### src/rtl/imem_loader_pkg.sv
// -----------------------------------------------------------------------------
// imem_loader_pkg
// Shared definitions for the instruction-memory loader and anything that
// talks to the instruction RAM:
//   - opcode constants of the 2-bit instruction set
//   - loader FSM state encodings
//   - default RAM geometry (address width, word width, depth)
// -----------------------------------------------------------------------------
package imem_loader_pkg;

    // Default RAM geometry; DEPTH is always 2**ADDR_W.
    localparam int DEF_ADDR_W  = 2;
    localparam int DEF_INSTR_W = 2;
    localparam int DEF_DEPTH   = 4;

    // Instruction opcodes.
    localparam logic [1:0] OP_INC  = 2'b00;
    localparam logic [1:0] OP_JNO  = 2'b01;
    localparam logic [1:0] OP_HALT = 2'b10;
    localparam logic [1:0] OP_NOP  = 2'b11;

    // Loader FSM state encodings.
    localparam logic [2:0] ST_IDLE  = 3'd0;
    localparam logic [2:0] ST_LOAD  = 3'd1;
    localparam logic [2:0] ST_FILL  = 3'd2;
    localparam logic [2:0] ST_CHECK = 3'd3;
    localparam logic [2:0] ST_DONE  = 3'd4;
    localparam logic [2:0] ST_ERROR = 3'd5;

endpackage

### src/rtl/imem_loader.sv
// -----------------------------------------------------------------------------
// imem_loader
// Writer side of the instruction RAM read by the program counter. A program
// arrives as a valid/ready stream, one instruction per beat, and is written to
// consecutive RAM addresses starting at 0. If the program ends early
// (in_last before the top address) the remaining addresses are padded with
// HALT. One more beat carries a checksum (sum of the instruction words, mod
// 2**INSTR_W, padding excluded); the CPU is released only when it matches.
//
// Ports
//   clock     in   single clock, all state on posedge
//   reset_n   in   synchronous active-low reset
//   start     in   begin a load (honoured in IDLE, DONE, ERROR)
//   in_valid  in   stream word present
//   in_ready  out  loader accepts a word this cycle (decoded from state)
//   in_data   in   instruction word, or checksum on the final beat
//   in_last   in   final instruction beat marker (ignored on checksum beat)
//   wr_en     out  RAM write strobe, one-cycle pulse per word
//   wr_addr   out  RAM write address
//   wr_data   out  RAM write data
//   cpu_hold  out  high keeps the CPU/PC in reset
//   done      out  program loaded and checksum matched
//   err       out  load failed (overrun or checksum mismatch)
// -----------------------------------------------------------------------------
module imem_loader
    import imem_loader_pkg::*;
#(
    parameter int ADDR_W  = DEF_ADDR_W,
    parameter int INSTR_W = DEF_INSTR_W,
    parameter int DEPTH   = DEF_DEPTH
) (
    input  logic               clock,
    input  logic               reset_n,
    input  logic               start,
    input  logic               in_valid,
    output logic               in_ready,
    input  logic [INSTR_W-1:0] in_data,
    input  logic               in_last,
    output logic               wr_en,
    output logic [ADDR_W-1:0]  wr_addr,
    output logic [INSTR_W-1:0] wr_data,
    output logic               cpu_hold,
    output logic               done,
    output logic               err
);

    localparam logic [ADDR_W-1:0]  LAST_ADDR = ADDR_W'(DEPTH - 1);
    localparam logic [INSTR_W-1:0] HALT_WORD = INSTR_W'(OP_HALT);

    logic [2:0]         state_reg;
    logic [ADDR_W-1:0]  addr_reg;
    logic [INSTR_W-1:0] csum_reg;
    logic               wr_en_reg;
    logic [ADDR_W-1:0]  wr_addr_reg;
    logic [INSTR_W-1:0] wr_data_reg;
    logic               cpu_hold_reg;
    logic               done_reg;
    logic               err_reg;

    logic               accept;

    // Ready depends only on the registered state, never on in_valid.
    assign in_ready = (state_reg == ST_LOAD) || (state_reg == ST_CHECK);
    assign accept   = in_valid & in_ready;

    assign wr_en    = wr_en_reg;
    assign wr_addr  = wr_addr_reg;
    assign wr_data  = wr_data_reg;
    assign cpu_hold = cpu_hold_reg;
    assign done     = done_reg;
    assign err      = err_reg;

    always_ff @(posedge clock) begin
        if (!reset_n) begin
            state_reg    <= ST_IDLE;
            addr_reg     <= '0;
            csum_reg     <= '0;
            wr_en_reg    <= 1'b0;
            wr_addr_reg  <= '0;
            wr_data_reg  <= '0;
            cpu_hold_reg <= 1'b1;
            done_reg     <= 1'b0;
            err_reg      <= 1'b0;
        end else begin
            // Write strobe is a pulse; it is re-armed only by a beat or a fill.
            wr_en_reg <= 1'b0;

            case (state_reg)
                ST_IDLE, ST_DONE, ST_ERROR: begin
                    if (start) begin
                        state_reg    <= ST_LOAD;
                        addr_reg     <= '0;
                        csum_reg     <= '0;
                        cpu_hold_reg <= 1'b1;
                        done_reg     <= 1'b0;
                        err_reg      <= 1'b0;
                    end
                end

                ST_LOAD: begin
                    if (accept) begin
                        wr_en_reg   <= 1'b1;
                        wr_addr_reg <= addr_reg;
                        wr_data_reg <= in_data;
                        csum_reg    <= csum_reg + in_data;
                        if (addr_reg == LAST_ADDR) begin
                            // Top address reached: the counter is left here
                            // rather than wrapping back onto address 0.
                            if (in_last) begin
                                state_reg <= ST_CHECK;
                            end else begin
                                state_reg <= ST_ERROR;
                                err_reg   <= 1'b1;
                            end
                        end else begin
                            addr_reg <= addr_reg + 1'b1;
                            if (in_last) begin
                                state_reg <= ST_FILL;
                            end
                        end
                    end
                end

                ST_FILL: begin
                    // addr_reg already points past the last program word, so
                    // padding starts in the cycle right after that write.
                    wr_en_reg   <= 1'b1;
                    wr_addr_reg <= addr_reg;
                    wr_data_reg <= HALT_WORD;
                    if (addr_reg == LAST_ADDR) begin
                        state_reg <= ST_CHECK;
                    end else begin
                        addr_reg <= addr_reg + 1'b1;
                    end
                end

                ST_CHECK: begin
                    if (accept) begin
                        if (in_data == csum_reg) begin
                            state_reg    <= ST_DONE;
                            done_reg     <= 1'b1;
                            cpu_hold_reg <= 1'b0;
                        end else begin
                            state_reg <= ST_ERROR;
                            err_reg   <= 1'b1;
                        end
                    end
                end

                default: begin
                    state_reg <= ST_IDLE;
                end
            endcase
        end
    end

endmodule
### config.mk
export PLATFORM = sky130hd
export DESIGN_NAME = imem_loader
export DESIGN_NICKNAME = d
export VERILOG_FILES = /design/src/rtl/imem_loader_pkg.sv /design/src/rtl/imem_loader.sv
export SDC_FILE = /design/constraint.sdc
export NUM_CORES = 1
export LEC_CHECK = 0
export ABC_AREA = 1
export ABC_CLOCK_PERIOD_IN_PS = 3100
export BUFFER_PORTS_ARGS = -buffer_cell sky130_fd_sc_hd__buf_4
export CAP_MARGIN = 40
export CORE_UTILIZATION = 56
export CTS_CLUSTER_DIAMETER = 40
export DETAILED_ROUTE_END_ITERATION = 7
export PLACE_DENSITY_LB_ADDON = 0.15
export SLEW_MARGIN = 30
export SYNTH_ARGS = -nofsm -noshare
export SYNTH_HDL_FRONTEND = slang
export SYNTH_SLANG_ARGS = --single-unit
### constraint.sdc
create_clock -name clock -period 3.1 [get_ports clock]
set_input_delay 0.465 -clock clock [delete_from_list [all_inputs] [get_ports clock]]
set_output_delay 0.465 -clock clock [all_outputs]
set_load 0.03 [all_outputs]
* Yosys cells after proc, flatten, opt, wreduce, memory -nomap -nowiden
Cells that the tools add are included.
Storage, ports and cells: flip-flop bits (word level) 15, bits of input ports 7, word-level logic and storage cells 77
Operators by class: add/subtract/negate cells 2, equal/unequal tests 16, multiplexer cells 35, bitwise gates (word level) 1, reductions and logical operators 14
Operator list (number):
- 3-bit 2-to-1 mux | 7
- 1-bit 2-to-1 mux | 13
- 2-bit 2-to-1 mux | 6
- 2-bit != test, second input constant | 6
- 2-bit one-hot mux with 2 select lines | 3
- 3-bit one-hot mux with 4 select lines | 1
- 7-bit AND reduction | 1
- 3-bit by 2-bit equality test with 1-bit output, second input constant | 2
- 3-bit equality test, second input constant | 2
- 1-bit one-hot mux with 2 select lines | 3
- 2-bit one-hot mux with 3 select lines | 1
- 3-bit AND reduction | 2
- 2-bit nonzero test | 3
- 3-bit nonzero test | 2
- 5-bit AND reduction | 1
- 2-bit by 1-bit != test with 1-bit output, second input constant | 2
- 4-bit AND reduction | 1
- 3-bit by 1-bit equality test with 1-bit output, second input constant | 1
- 3-bit logical NOT | 1
- 3-bit by 2-bit != test with 1-bit output, second input constant | 1
- 1-bit one-hot mux with 3 select lines | 1
- 3-bit OR reduction | 1
- 2-bit by 1-bit adder with 2-bit output, second input constant | 1
- 2-bit adder | 1
- other kinds (5) | 5

* Logic depth before layout (Yosys ltp)
word-level depth 5, gate-level depth with buffers 9, gate-level depth less buffers 9

* Least setup slack after synthesis
No wires, ideal clock.
path type reg2reg, start register state_reg[0], end register state_reg[1], library setup time 0.113 ns, data arrival time 1.255 ns, required time 2.987 ns, slack 1.733 ns, cell stages (with the launch flop) 10, buffers on the path 0, clock period less this slack 1.367 ns, path through dfxtp_1 > inv_2 > nor2_2 > nand2_2 > nor2_2 > nor2_4 > nand2_2 > nand2_1 > nand2_1 > nor2_1
On the way: word-level cells in the longest chain between the ends 5, elaborated cells between the ends (all ways) 16, classes of those cells 10 x eq/ne; 1 x mux; 1 x bitwise; 4 x reduce/logical
Ends and longest elaborated chain:
- from (decl) | RTL line imem_loader.sv:50 | logic [2:0] state_reg;
- from (signal assigned) | RTL line imem_loader.sv:75 | state_reg <= ST_IDLE;
- from (signal assigned) | RTL line imem_loader.sv:91 | state_reg <= ST_LOAD;
- from (signal assigned) | RTL line imem_loader.sv:110 | state_reg <= ST_CHECK;
- 3-bit by 1-bit equality test with 1-bit output / 3-bit by 2-bit equality test with 1-bit output (equally long branches) | RTL line imem_loader.sv:63 | assign in_ready = (state_reg == ST_LOAD) || (state_reg == ST_CHECK);
- 1-bit logical OR (*) | RTL line imem_loader.sv:63
- net in_ready | RTL line imem_loader.sv:36 | output logic in_ready,
- 1-bit AND (*) | RTL line imem_loader.sv:64 | assign accept = in_valid & in_ready;
- 2-bit != test (no line)
- 5-bit AND reduction (no line) (*)
The timed path passes the listed nets; every way through them passes the cells marked *. A chain may end at the register's enable or synchronous reset.

* Worst setup path after layout
start register state_reg[0], end output port in_ready
On the way: word-level cells in the longest chain between the ends 2, elaborated cells between the ends (all ways) 3, classes of those cells 2 x eq/ne; 1 x reduce/logical
Ends and longest elaborated chain (RTL line):
- 3-bit by 1-bit equality test with 1-bit output / 3-bit by 2-bit equality test with 1-bit output (equally long branches) | imem_loader.sv:63
- 1-bit logical OR (*) | imem_loader.sv:63
- to (decl) | imem_loader.sv:36
Every way passes the cells marked *; elsewhere a longest branch is shown, timed or not.

==> results.toml <==
[status]
outcome = "finished, final reports clean"

[clock_network]
cts_sinks = 15
cts_made_buffers = 3
cts_buffer_depth = 2
insertion_delay_ns = 0.29
cts_setup_buffers = 0
cts_max_level = 1
cts_tree = "yes"
path_clk_slew_ns = 0.10
ctsHoldBuffers = 0
cts_resized = 0
cts_root_buf = "clkbuf_4"

[timing]
post-route-min-period_ns = 1.58
worst_slack_ns = 1.52
setup_tns_ns = 0
worstMarginPinSlew_ns = 0.253
rsz0062_at_grt = "no"
post-route-period-util_pct = 51.1
final_max_slew_viol_count = 0
setup_viol_count_final = 0
whs_ns = 0.411
relSlewSlack_pct = 82.9
hold_viol_final = 0
fmax_mhz = 631
finClkSkew_ns = 0.00162

[grt]
grt_max_degree = 10
antenna_found_initial = 0
grt_pass1_vias = 558
grt_first_pass_wirelength_mm = 2.19
overflow = 0
grt_usage_pct = 20.5

[critical_path]
r2r-end = "addr_reg[1]$_SDFFE_PN0P_"
reg2reg_depth = 9
cp-start-kind = "register"
worst_setup_path_end_kind = "output port"
crit_type = "register to output port"
r2r-start = "state_reg[2]$_SDFFE_PN0P_"
worstPathRequired_ns = 2.63
cp-startpoint = "state_reg[0]$_SDFFE_PN0P_"
cp.arrival_ns = 1.12
r2r_slack_ns = 1.79
crit_fanout = 5

[drt]
ant_nets = 0
drt-total-wl_mm = 1.62
drt_iter0_drc = 25
wl_per_cell_um = 10.2
remaining_drc_errors = 0
via_per_inst = 4.95
firstDrtPassIters = 4
vias = 787

[floorplan]
core_um2 = 1330
die_h_um = 40.3
rows = 13
io_pins = 16
die-area_um2 = 1630
initial_core_util_pct = 61.7
fp.dieW_um = 40.3

[synth]
yosys.area_share.adder_pct = 3.04
yosys.area_share.simple_pct = 40.9
ys_ff_latch = 15
muxShareOfSynthArea_pct = 0
synth_top_family_by_area = "simple AND/OR/NAND/NOR gates"
yosysUniqueCellTypes = 19
syn_nets = 135
synth-xor-area-share_pct = 1.06
yosys_warnings = 0
netlist_area_um2 = 823
synth_compound_area_share_pct = 8.81
synthCells = 126
seq_area_frac_synth_pct = 36.5
syn_area_per_cell_um2 = 6.53

[power_and_ir_drop]
p_leak_nw = 0.513
power.density_nw_per_um2 = 934
peakVddDrop_mv = 0.555

[min_path]
min_from = "reset_n"
min-delay-path-class = "input pin to register"
whs_path_depth = 2
min_to = "cpu_hold$_SDFFE_PN1P_"

[layout]
area_growth_pct = 18.7
final_util_pct = 73.3
drive_gt1_share_pct = 26.4
largest_register_ff_count = 3
fillers = 116
nNetsFinal = 154
antenna_cells = 0

[placed_design]
pre_cts_ws_ns = 1.56
place_congestion = 0.954
port-buffer-count = 15
detailed_place_hpwl_mm = 1.28

[run]
drv_cap = 0
## worst max path at each step
stage                                endpoint  slack (ns)  cells after the start
floorplan           state_reg[1]$_SDFFE_PN0P_        1.73                      9
global placement        cpu_hold$_SDFFE_PN1P_        1.61                      7
detailed placement      cpu_hold$_SDFFE_PN1P_        1.56                      7
CTS                                  in_ready        1.51                      3
global route                         in_ready        1.45                      3
finish                               in_ready        1.52                      3
## critical path: stages, from the launching register on
cell and delay (ns):
dfxtp_1 0.44, inv_2 0.07, nor2_2 0.14, buf_4 0.18
## where the power goes
part	internal [mW]	total, mW	switching, mW	leakage (nW)
clock	0.0479	0.117	0.0686	0.0177
sequential	0.251	0.298	0.0476	0.123
combinational	0.176	0.498	0.322	0.373
total	0.475	0.913	0.438	0.513
## layer usage
| metal | track usage, % | share of wire (%) |
|---|---|---|
| met1 | 23.8 | 47 |
| met2 | 35.7 | 48 |
| met3 | 3.33 | 4.0 |
| met4 | 10.0 | 0.74 |
| met5 | 0 | 0 |
## cell type report
type | instances | area (um2) | area share [%]
clock buffers | 3 | 22.5 | 2.30
clock inverters | 1 | 5.00 | 0.512
inverters | 20 | 75.1 | 7.68
multi-input cells | 90 | 443 | 45.3
flip-flops and latches | 15 | 300 | 30.7
well taps | 15 | 18.8 | 1.92
repair buffers | 15 | 113 | 11.5
## per-stage QoR
| step | total power, mW | instances | cell area [um2] |
|---|---|---|---|
| final | 0.913 | 159 | 977 |
| after global routing | 0.990 | 159 | 977 |
| after CTS | 0.916 | 159 | 977 |
| after detailed placement | 0.800 | 155 | 950 |
| after global placement | 0.788 | 155 | 950 |
| after floorplan | 0.683 | 126 | 823 |
## cells in the mapped netlist
cell      instances  area (um2)
a21oi_1           8        40.0
xnor2_1           1        8.76
a211oi_1          1        7.51
o21ai_1           2        10.0
or2_1             1        6.26
and2_1            1        6.26
inv_1            16        60.1
dfxtp_1          15         300
inv_2             4        15.0
nand3_2           2        20.0
nand3_1           6        30.0
nor2_1           10        37.5
nor2_4            1        11.3
ha_1              2        25.0
o21ai_0           3        15.0
nand2_1          40         150
nor2_2            5        31.3
clkbuf_2          1        5.00
nand2_2           7        43.8
## cell families (layout without fill, tap and decap cells)
family	after synthesis	in the layout
compound gates	14	14
xor+xnor	1	1
buf+inv	21	39
fa+ha+maj	2	2
simple gates	73	73
flops	15	15
## placed cells by master (no fill, tap or decap)
cell type	count
nor2_4	1
buf_4	15
nand2_1	40
or2_1	1
nor2_1	10
nand3_1	6
a21oi_1	8
inv_2	4
clkinv_2	1
o21ai_1	2
ha_1	2
xnor2_1	1
nand3_2	2
nor2_2	5
a211oi_1	1
o21ai_0	3
dfxtp_1	15
clkbuf_4	3
nand2_2	7
and2_1	1
inv_1	16
(Power assumes the default switching activity.)
